<file path="config.mk">
export PLATFORM = sky130hd
export DESIGN_NAME = f2sdram_burst_writer
export DESIGN_NICKNAME = d
export VERILOG_FILES = /design/src/rtl/f2sdram_pkg.sv /design/src/rtl/f2sdram_sync_fifo.sv /design/src/rtl/f2sdram_burst_writer.sv
export SDC_FILE = /design/constraint.sdc
export NUM_CORES = 2
export LEC_CHECK = 0
export CORE_ASPECT_RATIO = 1.4
export CORE_MARGIN = 2
export CORE_UTILIZATION = 55
export DETAILED_ROUTE_END_ITERATION = 6
export GPL_TIMING_DRIVEN = 0
export PLACE_DENSITY = 0.82
export SLEW_MARGIN = 20
export SYNTH_ARGS = -nofsm -noshare
export SYNTH_HDL_FRONTEND = slang
export SYNTH_SLANG_ARGS = --single-unit
export TNS_END_PERCENT = 50
</file>
<file path="constraint.sdc">
create_clock -name clk -period 5.65 [get_ports clk]
set_clock_uncertainty 0.15 [all_clocks]
set_input_delay 0.8475 -clock clk [delete_from_list [all_inputs] [get_ports clk]]
set_output_delay 0.8475 -clock clk [all_outputs]
set_load 0.05 [all_outputs]
</file>
<file path="src/rtl/f2sdram_pkg.sv">
`default_nettype none
// ============================================================================
//  Module      : f2sdram_pkg
//  Description : Shared types and constants for the f2sdram burst writer.
//  Revision    : 1.0 - initial release
// ============================================================================
package f2sdram_pkg;

    // Writer control states.
    typedef enum logic [1:0] {
        ST_IDLE      = 2'd0,
        ST_WAIT_DATA = 2'd1,
        ST_BURST     = 2'd2,
        ST_DONE      = 2'd3
    } state_t;

    // Widest byteenable supported (1024-bit data); users slice the low bits.
    localparam int C_MAX_BYTEENABLE_WIDTH = 128;
    localparam logic [C_MAX_BYTEENABLE_WIDTH-1:0] C_BYTEENABLE_ONES = '1;

endpackage
`default_nettype wire

</file>
<file path="src/rtl/f2sdram_sync_fifo.sv">
`default_nettype none
// ============================================================================
//  Module      : f2sdram_sync_fifo
//  Description : Single-clock show-ahead FIFO with occupancy count. The head
//                word is visible on head_data whenever count is non-zero.
//  Revision    : 1.0 - initial release
// ============================================================================
module f2sdram_sync_fifo #(
    parameter int WIDTH = 64,
    parameter int DEPTH = 32
) (
    input  logic                     clk,
    input  logic                     rst_n,
    input  logic                     push,
    input  logic [WIDTH-1:0]         push_data,
    input  logic                     pop,
    output logic [WIDTH-1:0]         head_data,
    output logic                     full,
    output logic [$clog2(DEPTH):0]   count
);

    localparam int                PTR_W   = $clog2(DEPTH);
    localparam logic [PTR_W:0]    C_DEPTH = (PTR_W+1)'(DEPTH);

    logic [WIDTH-1:0] r_mem [DEPTH];
    logic [PTR_W-1:0] r_wr_ptr;
    logic [PTR_W-1:0] r_rd_ptr;
    logic [PTR_W:0]   r_count;
    logic             w_push;
    logic             w_pop;

    // A push into a full FIFO is dropped even if a pop happens the same cycle.
    assign w_push    = push && (r_count != C_DEPTH);
    assign w_pop     = pop  && (r_count != '0);
    assign head_data = r_mem[r_rd_ptr];
    assign full      = (r_count == C_DEPTH);
    assign count     = r_count;

    // Storage write port; contents need no reset.
    always_ff @(posedge clk) begin
        if (w_push) begin
            r_mem[r_wr_ptr] <= push_data;
        end
    end

    // Pointer and occupancy bookkeeping; DEPTH is a power of two so pointers wrap.
    always_ff @(posedge clk or negedge rst_n) begin
        if (!rst_n) begin
            r_wr_ptr <= '0;
            r_rd_ptr <= '0;
            r_count  <= '0;
        end else begin
            if (w_push) r_wr_ptr <= r_wr_ptr + 1'b1;
            if (w_pop)  r_rd_ptr <= r_rd_ptr + 1'b1;
            case ({w_push, w_pop})
                2'b10:   r_count <= r_count + 1'b1;
                2'b01:   r_count <= r_count - 1'b1;
                default: r_count <= r_count;
            endcase
        end
    end

endmodule
`default_nettype wire

</file>
<file path="src/rtl/f2sdram_burst_writer.sv">
`default_nettype none
// ============================================================================
//  Module      : f2sdram_burst_writer
//  Description : Converts a (word address, word count) command plus a write
//                data stream into Avalon-MM write bursts of up to MAX_BURST
//                beats. A burst is only started once every beat is buffered,
//                so avm_write never deasserts mid-burst.
//  Revision    : 1.0 - initial release
// ============================================================================
module f2sdram_burst_writer
    import f2sdram_pkg::*;
#(
    parameter int DATA_WIDTH       = 64,
    parameter int BURSTCOUNT_WIDTH = 8,
    parameter int MAX_BURST        = 16,
    parameter int LENGTH_WIDTH     = 16,
    localparam int BYTEENABLE_WIDTH = DATA_WIDTH / 8,
    localparam int ADDRESS_WIDTH    = 32 - $clog2(BYTEENABLE_WIDTH)
) (
    input  logic                         clk,
    input  logic                         rst_n,
    input  logic                         cmd_valid,
    output logic                         cmd_ready,
    input  logic [ADDRESS_WIDTH-1:0]     cmd_address,
    input  logic [LENGTH_WIDTH-1:0]      cmd_length,
    input  logic                         in_valid,
    output logic                         in_ready,
    input  logic [DATA_WIDTH-1:0]        in_data,
    output logic                         busy,
    output logic                         done,
    input  logic                         avm_waitrequest,
    output logic [BURSTCOUNT_WIDTH-1:0]  avm_burstcount,
    output logic [ADDRESS_WIDTH-1:0]     avm_address,
    output logic [DATA_WIDTH-1:0]        avm_writedata,
    output logic [BYTEENABLE_WIDTH-1:0]  avm_byteenable,
    output logic                         avm_write
);

    localparam int                          FIFO_DEPTH  = 2 * MAX_BURST;
    localparam int                          FIFO_CNT_W  = $clog2(FIFO_DEPTH) + 1;
    localparam logic [LENGTH_WIDTH-1:0]     C_MAX_BURST = LENGTH_WIDTH'(MAX_BURST);
    localparam logic [BURSTCOUNT_WIDTH-1:0] C_ONE_BEAT  = BURSTCOUNT_WIDTH'(1);

    state_t                       r_state;
    state_t                       w_state_next;
    logic [ADDRESS_WIDTH-1:0]     r_address;
    logic [LENGTH_WIDTH-1:0]      r_remaining;
    logic [BURSTCOUNT_WIDTH-1:0]  r_burst_len;
    logic [BURSTCOUNT_WIDTH-1:0]  r_beat_cnt;
    logic [LENGTH_WIDTH-1:0]      w_burst_len_full;
    logic [BURSTCOUNT_WIDTH-1:0]  w_burst_len;
    logic [LENGTH_WIDTH-1:0]      w_rem_after;
    logic                         w_data_ready;
    logic                         w_beat;
    logic                         w_last_beat;
    logic [DATA_WIDTH-1:0]        w_fifo_head;
    logic                         w_fifo_full;
    logic [FIFO_CNT_W-1:0]        w_fifo_count;

    f2sdram_sync_fifo #(
        .WIDTH (DATA_WIDTH),
        .DEPTH (FIFO_DEPTH)
    ) u_fifo (
        .clk       (clk),
        .rst_n     (rst_n),
        .push      (in_valid),
        .push_data (in_data),
        .pop       (w_beat),
        .head_data (w_fifo_head),
        .full      (w_fifo_full),
        .count     (w_fifo_count)
    );

    // Next burst is the smaller of what is left and MAX_BURST.
    assign w_burst_len_full = (r_remaining > C_MAX_BURST) ? C_MAX_BURST : r_remaining;
    assign w_burst_len      = BURSTCOUNT_WIDTH'(w_burst_len_full);
    assign w_data_ready     = 32'(w_fifo_count) >= 32'(w_burst_len);
    assign w_rem_after      = r_remaining - LENGTH_WIDTH'(r_burst_len);
    assign w_beat           = (r_state == ST_BURST) && !avm_waitrequest;
    assign w_last_beat      = w_beat && (r_beat_cnt == (r_burst_len - C_ONE_BEAT));

    assign cmd_ready      = (r_state == ST_IDLE);
    assign busy           = (r_state != ST_IDLE);
    assign done           = (r_state == ST_DONE);
    assign avm_write      = (r_state == ST_BURST);
    assign avm_burstcount = r_burst_len;
    assign avm_address    = r_address;
    assign avm_writedata  = w_fifo_head;
    assign avm_byteenable = avm_write ? C_BYTEENABLE_ONES[BYTEENABLE_WIDTH-1:0] : '0;
    assign in_ready       = !w_fifo_full;

    // State register.
    always_ff @(posedge clk or negedge rst_n) begin
        if (!rst_n) r_state <= ST_IDLE;
        else        r_state <= w_state_next;
    end

    // Next-state logic.
    always_comb begin
        w_state_next = r_state;
        case (r_state)
            ST_IDLE: begin
                if (cmd_valid) w_state_next = (cmd_length == '0) ? ST_DONE : ST_WAIT_DATA;
            end
            ST_WAIT_DATA: begin
                if (w_data_ready) w_state_next = ST_BURST;
            end
            ST_BURST: begin
                if (w_last_beat) w_state_next = (w_rem_after == '0) ? ST_DONE : ST_WAIT_DATA;
            end
            ST_DONE: begin
                w_state_next = ST_IDLE;
            end
            default: begin
                w_state_next = ST_IDLE;
            end
        endcase
    end

    // Command latch, burst sizing and beat/address bookkeeping.
    always_ff @(posedge clk or negedge rst_n) begin
        if (!rst_n) begin
            r_address   <= '0;
            r_remaining <= '0;
            r_burst_len <= '0;
            r_beat_cnt  <= '0;
        end else begin
            case (r_state)
                ST_IDLE: begin
                    if (cmd_valid) begin
                        r_address   <= cmd_address;
                        r_remaining <= cmd_length;
                        r_beat_cnt  <= '0;
                    end
                end
                ST_WAIT_DATA: begin
                    r_burst_len <= w_burst_len;
                    r_beat_cnt  <= '0;
                end
                ST_BURST: begin
                    if (w_last_beat) begin
                        r_beat_cnt  <= '0;
                        r_address   <= r_address + ADDRESS_WIDTH'(r_burst_len);
                        r_remaining <= w_rem_after;
                    end else if (w_beat) begin
                        r_beat_cnt  <= r_beat_cnt + C_ONE_BEAT;
                    end
                end
                default: begin
                    r_beat_cnt <= r_beat_cnt;
                end
            endcase
        end
    end

endmodule
`default_nettype wire

</file>
==> impl_results.md <==
- Status: finished, violations left
- Violated checks: DRC, setup timing
- Number of global-route vias before repair: 46.40k
- FF/Latch Area: about 63000 um2
- Routability Congestion: approximately 0.92
- Crit path cell chain: clkbuf_4 -> clkbuf_4 -> buf_4 -> mux4_2 -> mux4_2 -> mux2_2 -> clkdlybuf4s50_1
- IO Count: 228
- Post-Route WL: ~260000 um
- CTS tree: built
- Asr flop ratio synth: 3.714%
- TritonCTS buffer count: 181
- Final nets: approximately 4.3k
- CP Class: reg2out
- Routed Antenna Nets: 0
- CTS Sinks: 2127
- Final Cycle Share: 101.1%
- Cell Area, Synth: 82900 um2
- Final Setup Violations: 19
- Multi-input logic area: 18770 um2
- Mapped Nets: approximately 3.8k
- Crit-path max cell delay: 0.73 ns
- Crit-path leading delay family: buffers and inverters
- Die Y-Extent: 463.4 um
- Initial Utilization: 55.39%
- Flop2flop setup slack: 1.41 ns
- Area Overhead vs Synth: 17.67%
- Largest net degree at the start of global routing: 69
- Worst EP arrival: around 4.7 ns
- Layout cells sized above 1: 31.33%
- Worst slew pin tran: ~1.3 ns
- Site row count: 168
- Total grt overflow: 0
- Pwr Density: 516.0 nW/um2
- Clock Path Buffers: 3
- Worst EP required: 4.65 ns
- R2r endpoint: r_state[1]
- Initial DRC count: around 7.7k
- Final Max Tran Viols: 0
- # fillers: just under 9k
- Die area: approximately 150000 um2
- Fin util: between 60% and 70%
- Worst vdd ir: 0.4093 mV
- Number of flops mapped to enable cells by yosys: 2048
- First-pass GRT wire length: 367000 um
- Worst-path fanout max: 10
- Via count: 46.00k
- Initial antenna violation count: 15
- Min-Delay Path Class: in2async
- RSZ-0062 raised after global routing: yes
- H-tree levels: 4
- Yosys cell types: between 60 and 70
- Prevailing post-synth register cell: edfxtp_1
- Worst R2R Start: avm_burstcount[0]
- Syn_area_per_cell: 23.02 um2
- Slew margin rel.: 13.72%
- Yosys Warn Count: 0
- Yosys reg bits: 2127
- DR pass1 iterations: 7
- Gr usage total: 34.68%
- Crit-path slowest cell: clkdlybuf4s50_1
- Routed wirelength normalized by instance count: 42.24 um
- Buffers and inverters on the worst path: 4
- Post-CTS Setup Inserts: 0
- Final setup margin: -0.06158 ns
- Core footprint: 149700 um2
- Max-cap viol count: 0
- Worst-Skew Late Latency: 0.85 ns
- Cells after Synth: 3601
- Crit. End Element: output pin
- Via density: roughly 7.4
- Hold Vio Cnt, Final: 0
- # DRC: 2
- Post-DP HPWL: between 150000 and 200000 um
- Root buffer cell: clkbuf_16
- CP startpoint kind: flop
- Die width: roughly 330 um
- Final Total Pwr: 50.34 mW
- R2R depth: 11
- # port buffers: 227
- Seq/Total Area, Yosys: 76.57%
- Worst-path clk slew: 0.07 ns
- Static Leakage: 30.98 nW
- Min Tclk post-route: about 5.7 ns
- Fmax: 175.1 MHz
## kinds of logic after synthesis
logic type                 count (synthesis)  synth area share [%]
DFF                                     2127                 76.57
muxes                                    710                 18.33
and+or+nand+nor                          260                 1.450
buffers and inverters                    221                 1.076
AOI/OAI and AO/OA                        208                 1.585
adders and majority gates                 37                0.5856
xor gates and xnor gates                  37                0.3909
other                                      1              0.004524
## layout by cell type (no fill, tap or decap), types with 44 or more instances in the layout
| cell | Yosys | routed |
|---|---|---|
| a21oi_1 | 66 | 66 |
| buf_12 | 0 | 55 |
| buf_16 | 0 | 78 |
| buf_4 | 8 | 44 |
| clkbuf_1 | 127 | 59 |
| clkbuf_16 | 0 | 184 |
| clkbuf_2 | 0 | 67 |
| clkdlybuf4s50_1 | 0 | 197 |
| dfrtp_1 | 79 | 79 |
| edfxtp_1 | 2048 | 2048 |
| mux2_2 | 67 | 67 |
| mux4_2 | 640 | 640 |
| nand2_1 | 86 | 86 |
| nor2_1 | 84 | 52 |
| o21ai_0 | 47 | 47 |
## Yosys cell counts (4+ instances only)
cell type / instances / area (um2)
o22ai_1: 13 / 81.33
xnor2_1: 26 / 227.7
o2bb2ai_1: 4 / 35.03
nor4_1: 7 / 43.79
nor2b_1: 7 / 43.79
a21oi_1: 66 / 330.3
buf_1: 47 / 176.4
mux4_2: 640 / 14410
a31oi_1: 9 / 56.30
a211oi_1: 4 / 30.03
o22a_1: 4 / 35.03
nor3_1: 11 / 55.05
or4_1: 5 / 37.54
o21ai_0: 47 / 235.2
inv_1: 27 / 101.4
and2_1: 8 / 50.05
buf_2: 8 / 40.04
dfrtp_1: 79 / 1977
a22oi_1: 5 / 37.54
nand3_1: 12 / 60.06
nand2b_1: 7 / 43.79
a21o_1: 13 / 97.59
nand4_1: 5 / 31.28
nand2_1: 86 / 322.8
and3_1: 9 / 56.30
buf_4: 8 / 60.06
o21a_1: 4 / 30.03
or3_1: 5 / 31.28
mux2_2: 67 / 754.5
edfxtp_1: 2048 / 61500
nor2_1: 84 / 315.3
ha_1: 34 / 425.4
xor2_1: 11 / 96.34
o21ai_1: 4 / 20.02
clkbuf_1: 127 / 476.7
## flip-flops by register name, summed over array words and instances, names as in the netlist
name / count
u_fifo.r_wr_ptr: 5
avm_address: 29
avm_burstcount: 8
u_fifo.count: 6
r_remaining: 16
u_fifo.r_mem: 2048
r_state: 2
u_fifo.r_rd_ptr: 5
r_beat_cnt: 8
## worst reg2reg max path, stage by stage (launching register included)
cell and delay (ns):
dfrtp_1 0.56, ha_1 0.24, inv_1 0.06, fa_1 0.40
a21oi_1 0.29, nor2_1 0.09, a211o_1 0.30, a311oi_1 0.51
xnor2_1 0.18, nand3_1 0.09, or4b_2 0.64, o41ai_1 0.56
## layer usage
layer | vias up | wire length [um] | global-route usage [%]
li1 | 16432 | - | -
met2 | 4840 | 130800 | 57.09
met4 | 18 | 22090 | 23.74
met5 | - | 92 | 0
met1 | 23440 | 79530 | 40.15
met3 | 1273 | 31870 | 8.932
## per-stage QoR
stage | area (um2) | setup WS (ns) | hold WS [ns] | setup TNS, ns | instances
final | 97540 | -0.06158 | 0.2303 | -0.5323 | 6258
after CTS | 97630 | 0.003625 | 0.2025 | 0 | 6254
after global routing | 97540 | -0.008670 | 0.2267 | -0.02605 | 6258
after detailed placement | 91200 | -0.3114 | 0.3613 | -12.28 | 5920
after floorplan | 82900 | 0.6588 | 0.3257 | 0 | 3601
after global placement | 87610 | -4.342 | 0.3511 | -8181.94 | 5783
## where the power goes
| part | total [mW] | internal (mW) | leakage, nW | switching [mW] |
|---|---|---|---|---|
| Combinational | 18.1 | 7.35 | 8.61 | 10.8 |
| Sequential | 19.0 | 18.4 | 19.4 | 0.593 |
| Clock | 13.2 | 7.23 | 2.97 | 6.00 |
## what timing repair did
| item | CTS | global route |
|---|---|---|
| cloned | 0 | 0 |
| gates resized for setup | 253 | 5 |
| hold endpoints to repair | 79 | 0 |
| hold buffers | 1 | 0 |
| endpoints found under the setup margin | 64 | 11 |
## how the worst max path moves through the flow
stage          depth (start not counted)              endpoint          startpoint  slack, ns
2_1_floorplan                          8   u_fifo.r_mem[31][0]     u_fifo.count[0]       0.66
3_3_place_gp                           6  u_fifo.r_mem[11][58]            in_valid      -4.34
3_5_place_dp                           7     avm_writedata[31]  u_fifo.r_rd_ptr[0]      -0.31
5_1_grt                                6     avm_writedata[22]  u_fifo.r_rd_ptr[0]     -0.009
4_1_cts                                7     avm_writedata[13]  u_fifo.r_rd_ptr[0]      0.004
6_report                               7      avm_writedata[1]  u_fifo.r_rd_ptr[0]      -0.06
## area by class of cell
cell class | instances | area share, %
repair buffers | 365 | 5.614
well taps | 1955 | 2.508
inverters | 28 | 0.1077
clock buffers | 211 | 4.845
multi-input cells | 1253 | 19.25
diodes | 4 | 0.01026
plain buffers | 192 | 1.186
clock inverters | 123 | 1.410
flip-flops and latches | 2127 | 65.07
No activity file was read; power rests on OpenSTA's default activity.
